**config.mk**
```make
export PLATFORM = sky130hd
export DESIGN_NAME = instr_fetch
export DESIGN_NICKNAME = d
export VERILOG_FILES = /design/src/rtl/instr_fetch.sv
export SDC_FILE = /design/constraint.sdc
export NUM_CORES = 1
export LEC_CHECK = 0
export BUFFER_PORTS_ARGS = -buffer_cell sky130_fd_sc_hd__buf_2
export CORE_MARGIN = 8
export CORE_UTILIZATION = 49
export DETAILED_ROUTE_END_ITERATION = 16
export HOLD_SLACK_MARGIN = 0.08
export PLACE_DENSITY = 0.78
export SYNTH_ARGS = -nofsm -noshare
export SYNTH_HDL_FRONTEND = slang
export SYNTH_SLANG_ARGS = --single-unit
```
**constraint.sdc**
```tcl
create_clock -name clk -period 3.3 [get_ports clk]
set_input_delay 0.66 -clock clk [delete_from_list [all_inputs] [get_ports clk]]
set_output_delay 0.66 -clock clk [all_outputs]
set_load 0.02 [all_outputs]
```
**src/rtl/instr_fetch.sv**
```systemverilog
// rtl/instr_fetch.sv - instruction fetch unit: memory request, issue handshake, next-PC selection
//
// Ports:
//   clk, rst            - single clock; asynchronous active-high reset
//   imem_req/imem_addr  - read request to instruction memory, address is the current PC
//   imem_ack/imem_rdata - read response; data sampled only while a request is outstanding
//   inst_out/opcode     - held instruction and its opcode field for decode
//   inst_valid          - inst_out is offered to decode
//   inst_ready          - decode accepts inst_out this cycle
//   Branch/Jump/Zero    - control flow flags belonging to the instruction being accepted
//   pc                  - address of inst_out
//   illegal_op          - sticky flag: an unsupported opcode was fetched (unit halts)
//   instr_count         - number of accepted instructions
module instr_fetch #(
    parameter logic [31:0] RESET_PC = 32'h0000_0000
) (
    input  logic        clk,
    input  logic        rst,
    output logic        imem_req,
    output logic [31:0] imem_addr,
    input  logic        imem_ack,
    input  logic [31:0] imem_rdata,
    output logic [31:0] inst_out,
    output logic [5:0]  opcode,
    output logic        inst_valid,
    input  logic        inst_ready,
    input  logic        Branch,
    input  logic        Jump,
    input  logic        Zero,
    output logic [31:0] pc,
    output logic        illegal_op,
    output logic [31:0] instr_count
);

    typedef enum logic [1:0] {
        S_REQ,
        S_ISSUE,
        S_HALT
    } state_t;

    state_t      state;
    state_t      state_next;
    logic        capture;
    logic        accept;
    logic        rdata_legal;
    logic [31:0] pc_plus4;
    logic [31:0] branch_off;
    logic [31:0] pc_next;

    // Opcode legality is judged on the incoming word so the halt decision
    // can be made in the same cycle the word is captured.
    always_comb begin
        rdata_legal = 1'b0;
        case (imem_rdata[31:26])
            6'b000000, 6'b001101, 6'b010000, 6'b010001,
            6'b101010, 6'b010011, 6'b011100: rdata_legal = 1'b1;
            default:                         rdata_legal = 1'b0;
        endcase
    end

    always_ff @(posedge clk or posedge rst) begin
        if (rst) begin
            state <= S_REQ;
        end else begin
            state <= state_next;
        end
    end

    always_comb begin
        state_next = state;
        imem_req   = 1'b0;
        inst_valid = 1'b0;
        capture    = 1'b0;
        accept     = 1'b0;
        case (state)
            S_REQ: begin
                // Reset forces S_REQ asynchronously; gating with rst keeps the
                // request low for the whole time reset is held.
                imem_req = ~rst;
                if (imem_ack) begin
                    capture    = 1'b1;
                    state_next = rdata_legal ? S_ISSUE : S_HALT;
                end
            end
            S_ISSUE: begin
                inst_valid = 1'b1;
                if (inst_ready) begin
                    accept     = 1'b1;
                    state_next = S_REQ;
                end
            end
            S_HALT: begin
                state_next = S_HALT;
            end
            default: begin
                state_next = S_REQ;
            end
        endcase
    end

    // Branch offset is word-granular: sign-extended imm16 shifted left by two.
    assign pc_plus4   = pc + 32'd4;
    assign branch_off = {{14{inst_out[15]}}, inst_out[15:0], 2'b00};

    always_comb begin
        pc_next = pc_plus4;
        if (Jump) begin
            pc_next = {pc_plus4[31:28], inst_out[25:0], 2'b00};
        end else if (Branch && Zero) begin
            pc_next = pc_plus4 + branch_off;
        end
    end

    always_ff @(posedge clk or posedge rst) begin
        if (rst) begin
            pc          <= RESET_PC;
            inst_out    <= 32'd0;
            illegal_op  <= 1'b0;
            instr_count <= 32'd0;
        end else begin
            if (capture) begin
                inst_out <= imem_rdata;
                if (!rdata_legal) begin
                    illegal_op <= 1'b1;
                end
            end
            if (accept) begin
                pc          <= pc_next;
                instr_count <= instr_count + 32'd1;
            end
        end
    end

    assign imem_addr = pc;
    assign opcode    = inst_out[31:26];

endmodule
```
==> results.py, run 1 <==
metrics = {
    "run_status": {
        "outcome": "finished, violations left",
        "violations": "setup timing",
    },
    "critical_path": {
        "crit_arrival_ns": 3.77,
        "cp-end-kind": "flip-flop",
        "cp_data_required_time_ns": 3.60,
        "crit_fanout": 4,
        "worstSetupPathType": "flip-flop to flip-flop",
        "worstSetupStartpointType": "flip-flop",
    },
    "finish": {
        "layout.nets": 1081,
        "utilization_pct": 69.4,
        "diodes": 0,
        "area_growth_pct": 40.1,
        "fill_cells": 987,
        "multiInputGateArea_um2": 4520,
        "drive_gt1_share_pct": 46.2,
        "regArea_um2": 2440,
    },
    "grt": {
        "overflow": 0,
        "grt_start_max_net_pins": 47,
        "grt_usage_pct": 23.9,
        "grt_pass1_vias": 6784,
        "grt_pass1_wl_mm": 34.5,
        "antenna_found_initial": 0,
    },
    "clock_tree": {
        "htree_levels": 3,
        "clk_latency_ns": 0.37,
        "holdBufCountCts": 0,
        "cts_buffer_depth": 2,
        "cts_tree": "built",
        "path_clk_slew_ns": 0.08,
        "cts_buffers": 9,
        "cts_root_buffer": "clkbuf_16",
        "cts_sinks": 97,
    },
    "floorplan": {
        "die_h_um": 134,
        "rows": 43,
        "core_um2": 13700,
        "start_util_pct": 49.5,
        "die_w_um": 134,
        "ios": 176,
        "dieArea_um2": 17900,
    },
    "sta": {
        "rsz0062_at_grt": "true",
        "final.setup.worst_slack_ns": -0.173,
        "fin_crit_sh_pct": 105,
        "maxSlewHeadroom_pct": 39.8,
        "fmax_mhz": 288,
        "layout_min_cycle_time_ns": 3.47,
        "worst_slew_pin_slew_ns": 0.902,
        "finalSetupTns_ns": -1.19,
        "setup_viol": 11,
        "hold_slack_ns": 0.473,
        "slew_violations": 0,
        "finalHoldViolCount": 0,
        "finalClockSkew_ns": 0.0174,
    },
    "pwr": {
        "power.switching_mw": 3.25,
        "pwr-share-comb_pct": 59.9,
        "p_per_area_nw_per_um2": 771,
        "p_clk_share_pct": 15.6,
        "switching_share_pct": 44.3,
        "ir_drop_uv": 531,
        "p_leak_nw": 4.69,
        "pwr-share-seq_pct": 24.4,
        "intPower_mw": 4.09,
    },
    "drt": {
        "wl_per_cell_um": 19.3,
        "num_vias": 6884,
        "ant_nets": 0,
        "drt_iter0_drc": 659,
        "drc_errors": 0,
        "viasPerCell": 5.79,
        "drt-total-wl_mm": 22.9,
        "dr.pass1.iters": 5,
    },
    "synth": {
        "seq_area_frac_synth_pct": 35.7,
        "synth_area_leader_cell": "dfrtp_1",
        "netlist_instances": 747,
        "async_flop_share_pct": 100,
        "synth_flop_cell": "dfrtp_1",
        "synth.avg_cell_area_um2": 9.10,
        "yosys.cell_count.top_type": "dfrtp_1",
        "synth_area_leaders": "dfrtp_1 36%, xnor2_1 7.1%, ha_1 7.0%",
        "synth_edf_count": 0,
        "synth_seq_cells": 97,
        "netlist_area_um2": 6800,
        "yosysWarnings": 0,
        "synth_top_area_share_pct": 35.7,
        "synth_cell_types": 63,
        "synth_common_cells": "97 x dfrtp_1, 76 x nand2_1, 55 x xnor2_1, 48 x a21oi_1, 47 x o21ai_0",
    },
    "placement": {
        "pre_cts_slack_ns": -0.283,
        "io_buffers": 171,
        "gp_congestion": 0.959,
        "place_hpwl_mm": 15.8,
    },
    "min_path": {
        "hold_path_class": "flip-flop to flip-flop",
    },
    "flow_run": {
        "drv_cap": 0,
    },
}
path summary, 6_finish.rpt:
path | to | from | cells after the start | slack [ns]
min in group asynchronous | imem_addr[19]$_DFFE_PP0P_ | rst | 2 | 0.49
min | illegal_op$_DFFE_PP0P_ | illegal_op$_DFFE_PP0P_ | 1 | 0.47
max in group asynchronous | imem_addr[11]$_DFFE_PP0P_ | rst | 3 | 2.10
min reg2reg | illegal_op$_DFFE_PP0P_ | illegal_op$_DFFE_PP0P_ | 1 | 0.47
max reg2reg | imem_addr[31]$_DFFE_PP0P_ | imem_addr[5]$_DFFE_PP0P_ | 15 | -0.17
max | imem_addr[31]$_DFFE_PP0P_ | imem_addr[5]$_DFFE_PP0P_ | 15 | -0.17
power by group through the flow:
stage / clock network [mW] / registers (mW) / logic (mW)
2_1_floorplan: 0 / 2.09 / 1.96
3_3_place_gp: 0 / 1.77 / 3.60
3_5_place_dp: 0 / 1.78 / 3.65
4_1_cts: 1.16 / 1.76 / 3.90
5_1_grt: 1.20 / 1.83 / 4.69
6_report: 1.15 / 1.79 / 4.40
kinds of logic after synthesis:
kind of cell               after synthesis  synth area share (%)
AOI/OAI and AO/OA                      171                  16.0
xor gates and xnor gates                80                  10.3
adders and majority gates               39                  7.29
buffers and inverters                   86                  7.20
DFF                                     97                  35.7
muxes                                   40                  6.46
other                                    1                0.0552
and+or+nand+nor                        233                  17.0
stage by stage:
stage | area (um2) | std cells | total power [mW]
floorplan | 6870 | 750 | 4.05
global placement | 8420 | 1149 | 5.37
detailed placement | 8420 | 1149 | 5.43
CTS | 9040 | 1177 | 6.82
global route | 9520 | 1188 | 7.72
finish | 9520 | 1188 | 7.34
critical path, cell delays in order (launching register included):
cell      delay [ns]
dfrtp_2         0.40
and4_1          0.22
and4_4          0.25
and2_4          0.20
nand2_4         0.07
xnor2_1         0.20
ha_1            0.34
nand2_1         0.15
buf_4           0.14
and2b_1         0.21
and3_4          0.18
o2111a_1        0.25
or3_1           0.33
a31oi_1         0.20
a41o_1          0.13
xor2_1          0.14
per-layer routing:
layer | routed length [um] | vias up | global-route usage [%]
met5 | 0 | - | 0
met4 | 718 | 0 | 9.73
met3 | 1730 | 67 | 4.71
met2 | 11300 | 336 | 41.2
li1 | - | 3125 | -
met1 | 9130 | 3356 | 28.5
layout by cell type, fill, tap and decap left out, types with 10 or more instances in the layout:
cell	synthesis	final
a21oi_2	0	15
o21ai_1	4	13
xor2_1	25	20
a21o_1	13	13
mux2_2	31	30
inv_1	19	16
ha_4	0	10
buf_4	40	131
nor2_1	46	42
xnor2_1	55	48
o21ai_0	47	33
nand4_1	16	16
nand2_1	76	72
and3_1	21	15
nand3_1	31	26
a21oi_1	48	31
dfrtp_2	0	11
dfrtp_1	97	86
buf_2	1	171
ha_1	38	27
sequential cells by signal, summed over array words and instances, names as in the netlist:
| register | cells |
|---|---|
| illegal_op | 1 |
| imem_addr | 30 |
| inst_out | 32 |
| instr_count | 32 |
| state | 2 |
timing repair:
action	CTS	global route
hold endpoints to repair	0	0
pin swaps	41	33
endpoints found under the setup margin	15	19
setup buffers	12	11
gates resized for setup	43	77
final cells by class:
class	count	share of cell area, %
tap	180	2.37
timing repair buffer	309	20.3
sequential	97	25.6
clock buffer	9	2.37
inverter	19	0.789
multi-input combinational	567	47.5
clock inverter	7	0.986
Note: power is estimated with default switching activity, not from simulation.
==> run 2, diff against run 1 <==
==> constraint.sdc (replaced) <==
create_clock -name clk -period 3.3 [get_ports clk]
set_input_delay 0.66 -clock clk [delete_from_list [all_inputs] [get_ports clk]]
set_output_delay 0.66 -clock clk [all_outputs]
set_load 0.005 [all_outputs]
==> run 2 against run 1 <==
The run still ends with setup timing left. Worst hold slack lost 0.14 ns. Sequential power hardly changed. Clock-buffer cell count is the same. Non-clock buffer count shrank 1. Cell area decreased by 0.53%. Wire length up 2.1%. Power decreased by 7.0%. Critical path type unchanged.
==> results.py, run 2 (synthesis results as in run 1) <==
metrics = {
    "sta": {
        "worst_slew_pin_slew_ns": 0.871,
        "finalClockSkew_ns": 0.0111,
        "slew_violations": 0,
        "layout_min_cycle_time_ns": 3.65,
        "finalSetupTns_ns": -2.62,
        "finalHoldViolCount": 0,
        "fin_crit_sh_pct": 111,
        "setup_viol": 15,
        "fmax_mhz": 274,
        "final.setup.worst_slack_ns": -0.352,
        "rsz0062_at_grt": "true",
        "maxSlewHeadroom_pct": 41.9,
    },
    "grt": {
        "antenna_found_initial": 0,
        "grt_usage_pct": 23.8,
        "grt_start_max_net_pins": 50,
        "grt_pass1_wl_mm": 35.0,
        "top_usage_layer": "met2",
        "overflow": 0,
        "use_met1_pct": 29.0,
        "grt_pass1_vias": 6993,
        "met2_usage_pct": 40.5,
        "use_met3_pct": 4.38,
    },
    "finish": {
        "mostFrequentLayoutCells": "171 x buf_2, 127 x buf_4, 95 x dfrtp_1",
        "drive_gt1_share_pct": 45.0,
        "fin_cells": 1187,
        "layout.nets": 1080,
        "layout_commonest_cell": "buf_2",
        "fin_area_um2": 9470,
        "area_growth_pct": 39.3,
        "diodes": 0,
    },
    "floorplan": {
        "start_util_pct": 49.5,
        "dieArea_um2": 17900,
        "ios": 176,
        "die_w_um": 134,
        "die_h_um": 134,
        "core_um2": 13700,
        "rows": 43,
    },
    "placement": {
        "dp.cells": 1141,
        "gp_congestion": 0.931,
        "pre_cts_slack_ns": -0.429,
        "io_buffers": 171,
        "placed_area_um2": 8330,
        "place_hpwl_mm": 15.5,
    },
    "drt": {
        "wl_per_cell_um": 19.7,
        "ant_nets": 0,
        "drc_errors": 0,
        "drt_iter0_drc": 602,
        "viasPerCell": 5.88,
        "num_vias": 6976,
        "dr.pass1.iters": 5,
        "drt-total-wl_mm": 23.4,
    },
    "min_path": {
        "hold_path_class": "primary input to async pin",
    },
    "clock_tree": {
        "cts_buffers": 9,
        "path_clk_slew_ns": 0.08,
        "holdBufCountCts": 0,
        "cts_sinks": 97,
        "cts_tree": "built",
        "htree_levels": 3,
        "cts_buffer_depth": 2,
        "cts_root_buffer": "clkbuf_16",
        "clk_latency_ns": 0.36,
    },
    "pwr": {
        "p_leak_nw": 4.72,
        "p_per_area_nw_per_um2": 720,
        "ir_drop_uv": 521,
    },
    "critical_path": {
        "cp_data_required_time_ns": 3.58,
        "worstSetupPathType": "flip-flop to flip-flop",
        "cp-end-kind": "flip-flop",
        "crit_arrival_ns": 3.94,
        "worstSetupStartpointType": "flip-flop",
        "crit_fanout": 4,
    },
    "flow_run": {
        "drv_cap": 0,
    },
    "run_status": {
        "outcome": "finished, violations left",
        "violations": "setup timing",
    },
}
==> run 2: cell count changes in the layout (fill, tap and decap cells not counted), moves of 3 or more <==
cell / previous run / this run
ha_1: 27 / 30
buf_6: 5 / 9
a21oi_1: 31 / 34
buf_4: 131 / 127
ha_4: 10 / 7
xnor2_1: 48 / 45
xnor2_2: 6 / 10
dfrtp_1: 86 / 95
o21ai_2: 6 / 3
dfrtp_2: 11 / 2
==> run 2: cell type report <==
cell class	instances	area (um2)
Fill cell	957	4250
Clock inverter	7	95.1
Clock buffer	9	225
Multi-Input combinational cell	567	4490
Tap cell	180	225
Timing Repair Buffer	308	1930
Sequential cell	97	2430
Inverter	19	75.1
==> run 2: per-stage QoR <==
step | util, % | hold WS [ns] | total power, mW
finish | 69.0 | 0.337 | 6.82
global route | 69.0 | 0.359 | 7.20
CTS | 66.0 | 0.336 | 6.30
detailed placement | 60.7 | 0.464 | 4.90
global placement | 60.7 | 0.434 | 4.85
floorplan | - | 0.442 | 3.61
==> run 2: what timing repair did <==
action                                  in CTS  in global routing
setup buffers                               16                 15
endpoints found under the setup margin      16                 19
gates resized for setup                     56                 63
pin swaps                                   53                 46
hold endpoints to repair                     0                  0
==> run 2: path summary, 6_finish.rpt <==
kind / cells after the start / to / slack, ns / from
worst min-delay path: 2 / instr_count[15]$_DFFE_PP0P_ / 0.34 / rst
max in group asynchronous: 3 / imem_addr[4]$_DFFE_PP0P_ / 2.22 / rst
worst min register to register: 1 / illegal_op$_DFFE_PP0P_ / 0.47 / illegal_op$_DFFE_PP0P_
min in group clk: 1 / illegal_op$_DFFE_PP0P_ / 0.47 / illegal_op$_DFFE_PP0P_
worst max register to register: 16 / imem_addr[26]$_DFFE_PP0P_ / -0.35 / imem_addr[5]$_DFFE_PP0P_
worst max-delay path: 16 / imem_addr[26]$_DFFE_PP0P_ / -0.35 / imem_addr[5]$_DFFE_PP0P_
==> run 2: power by group <==
group	switching [mW]	internal, mW	total [mW]
combinational	1.95	1.95	3.90
sequential	0.351	1.45	1.80
clock	0.512	0.612	1.12
total	2.81	4.01	6.82
==> run 2: worst max-delay path, cell delays in order, from the launching register on <==
cell	delay, ns
dfrtp_1	0.44
and4_4	0.25
and4_4	0.24
and2_4	0.20
nand2_4	0.08
buf_6	0.12
xnor2_2	0.13
ha_1	0.37
buf_4	0.17
nand3_1	0.13
nor2_1	0.08
o21ai_1	0.09
or3b_4	0.43
a211oi_4	0.29
nor2_1	0.05
or3_1	0.33
o22ai_1	0.17
==> run 2: per-layer routing <==
metal,up-vias,part of all wire (%)
li1,3123,-
met1,3425,39
met2,337,50
met3,91,7.5
met4,0,3.4
met5,-,0
==> run 3, diff against run 2 <==
Settings changed: SETUP_SLACK_MARGIN set to 0.1, SLEW_MARGIN set to 0.
==> run 3 against run 2 <==
The flow still finishes with violations (setup timing). Cell area is 0.79% higher. Worst setup slack improved by 0.13 ns. Combinational power about the same. Via count is 1.8% lower. Worst hold slack improved by 0.12 ns. Die area unchanged. Final cell count rose by 0.51%. Global-route usage about the same. Clock power barely moved. First-iteration DRC count fell by 1.3%. Sequential power about the same. Flip-flop and latch count is the same. Largest power group unchanged. Highest routed layer is now met5.
==> results.py, run 3 (synthesis results as in run 1) <==
metrics = {
    "drt": {
        "wl_per_cell_um": 19.3,
        "drt-total-wl_mm": 23.0,
        "viasPerCell": 5.74,
        "drt_iter0_drc": 594,
        "num_vias": 6853,
        "ant_nets": 0,
        "drc_errors": 0,
        "dr.pass1.iters": 5,
    },
    "pwr": {
        "pwr-share-comb_pct": 57.5,
        "p_leak_nw": 4.78,
        "power.switching_mw": 2.78,
        "p_per_area_nw_per_um2": 716,
        "switching_share_pct": 40.7,
        "total_power_mw": 6.83,
        "ir_drop_uv": 417,
        "pwr-share-seq_pct": 26.3,
        "p_clk_share_pct": 16.2,
        "intPower_mw": 4.05,
    },
    "critical_path": {
        "worstSetupPathType": "flip-flop to flip-flop",
        "crit_arrival_ns": 3.80,
        "cp.depth": 15,
        "crit_chain": "and4_1 > and4_4 > and2_4 > nand2_4 > nor2_4 > xor2_4 > buf_4 > ha_2 > a21oi_1 > o21ai_1 > or3b_4 > a211oi_4 > nor2_1 > or3_1 > o22ai_1",
        "cp-end-kind": "flip-flop",
        "worstRegToRegCells": 15,
        "reg2reg_slack_ns": -0.23,
        "critical_path_buf_inv_count": 1,
        "critPathMaxStageDelay_ns": 0.42,
        "critical_path.slowest_cell": "or3b_4",
        "cp_data_required_time_ns": 3.57,
        "timing.critical_path.max_delay_family": "simple AND/OR/NAND/NOR gates",
        "crit_fanout": 4,
        "worstSetupStartpointType": "flip-flop",
    },
    "sta": {
        "finalHoldViolCount": 0,
        "worst_slew_pin_slew_ns": 0.906,
        "maxSlewHeadroom_pct": 39.6,
        "finalSetupTns_ns": -1.34,
        "fin_crit_sh_pct": 107,
        "fmax_mhz": 284,
        "finalClockSkew_ns": 0.00598,
        "slew_violations": 0,
        "layout_min_cycle_time_ns": 3.53,
        "rsz0062_at_grt": "true",
        "final.setup.worst_slack_ns": -0.225,
        "setup_viol": 11,
    },
    "placement": {
        "gp_congestion": 0.926,
        "place_hpwl_mm": 15.8,
        "io_buffers": 171,
    },
    "finish": {
        "drive_gt1_share_pct": 45.6,
        "layout_commonest_cell": "buf_2",
        "layout.nets": 1086,
        "area_growth_pct": 40.4,
        "diodes": 0,
        "mostFrequentLayoutCells": "171 x buf_2, 136 x buf_4, 95 x dfrtp_1",
        "utilization_pct": 69.6,
        "multiInputGateArea_um2": 4530,
        "fill_cells": 1020,
        "regArea_um2": 2430,
    },
    "clock_tree": {
        "cts_buffers": 9,
        "cts_sinks": 97,
        "path_clk_slew_ns": 0.07,
        "clk_latency_ns": 0.36,
        "cts_root_buffer": "clkbuf_16",
        "htree_levels": 3,
        "cts_tree": "built",
        "cts_buffer_depth": 2,
        "holdBufCountCts": 0,
    },
    "run_status": {
        "violations": "setup timing",
        "outcome": "finished, violations left",
    },
    "floorplan": {
        "dieArea_um2": 17900,
        "core_um2": 13700,
        "rows": 43,
        "die_h_um": 134,
        "die_w_um": 134,
        "ios": 176,
        "start_util_pct": 49.5,
    },
    "grt": {
        "grt_pass1_wl_mm": 34.9,
        "overflow": 0,
        "grt_start_max_net_pins": 62,
        "antenna_found_initial": 1,
        "grt_pass1_vias": 6855,
        "grt_usage_pct": 23.8,
    },
    "min_path": {
        "hold_path_class": "primary input to async pin",
    },
    "flow_run": {
        "drv_cap": 0,
    },
}
run 3: cell types whose count changed in the layout (fill, tap and decap cells not counted), moves of 3 or more:
cell	before	now
buf_4	127	136
buf_6	9	5
ha_1	30	27
nand3_1	25	28
o21ai_0	34	29
o21ai_1	14	17
o21ai_2	3	6
xnor2_1	45	42
run 3: per-stage QoR:
step                area, um2  worst slack (ns)  std cells  hold slack (ns)
detailed placement       8440            -0.254       1156            0.452
global placement         8440            -0.149       1156            0.434
finish                   9550            -0.225       1193            0.455
CTS                      9180            -0.103       1187            0.468
floorplan                6850           -0.0922        750            0.442
global route             9550            -0.309       1193            0.483
run 3: path summary, 6_finish.rpt:
check	start	end
setup reg to reg	imem_addr[5]$_DFFE_PP0P_	imem_addr[26]$_DFFE_PP0P_
setup / recovery	imem_addr[5]$_DFFE_PP0P_	imem_addr[26]$_DFFE_PP0P_
max in group asynchronous	rst	inst_out[10]$_DFFE_PP0P_
hold / removal	rst	instr_count[31]$_DFFE_PP0P_
hold reg to reg	illegal_op$_DFFE_PP0P_	illegal_op$_DFFE_PP0P_
min in group clk	illegal_op$_DFFE_PP0P_	illegal_op$_DFFE_PP0P_
run 3: power groups by stage:
stage               sequential (mW)  clock (mW)  combinational (mW)
global placement               1.77           0                3.17
floorplan                      1.78           0                1.83
detailed placement             1.78           0                3.21
finish                         1.79        1.11                3.93
CTS                            1.77        1.12                3.51
global route                   1.82        1.16                4.22
run 3: repair_timing:
action,in CTS,in global routing
pin swaps,58,47
setup buffers,15,7
endpoints found under the setup margin,16,20
resized for setup,63,57
run 3: final cells by class:
class,instances,share of cell area (%)
Inverter,19,0.786
Multi-Input combinational cell,567,47.5
Sequential cell,97,25.5
Timing Repair Buffer,314,20.7
Clock inverter,7,0.891
Tap cell,180,2.36
Clock buffer,9,2.36
run 3: worst reg2reg max path, cell delays in order (launching register included):
cell and delay [ns]:
dfrtp_1 0.39, and4_1 0.22, and4_4 0.25, and2_4 0.20, nand2_4 0.08, nor2_4 0.17, xor2_4 0.20, buf_4 0.14
ha_2 0.28, a21oi_1 0.18, o21ai_1 0.11, or3b_4 0.42, a211oi_4 0.27, nor2_1 0.06, or3_1 0.30, o22ai_1 0.16
run 3: metal layers:
layer  routed length (um)  GRT usage (%)  vias to the layer above
met3                 1390           3.89                       56
met4                  723           10.8                        2
met5                   10              0                        -
li1                     -              -                     3141
met2                11500           40.4                      299
met1                 9310           29.0                     3355
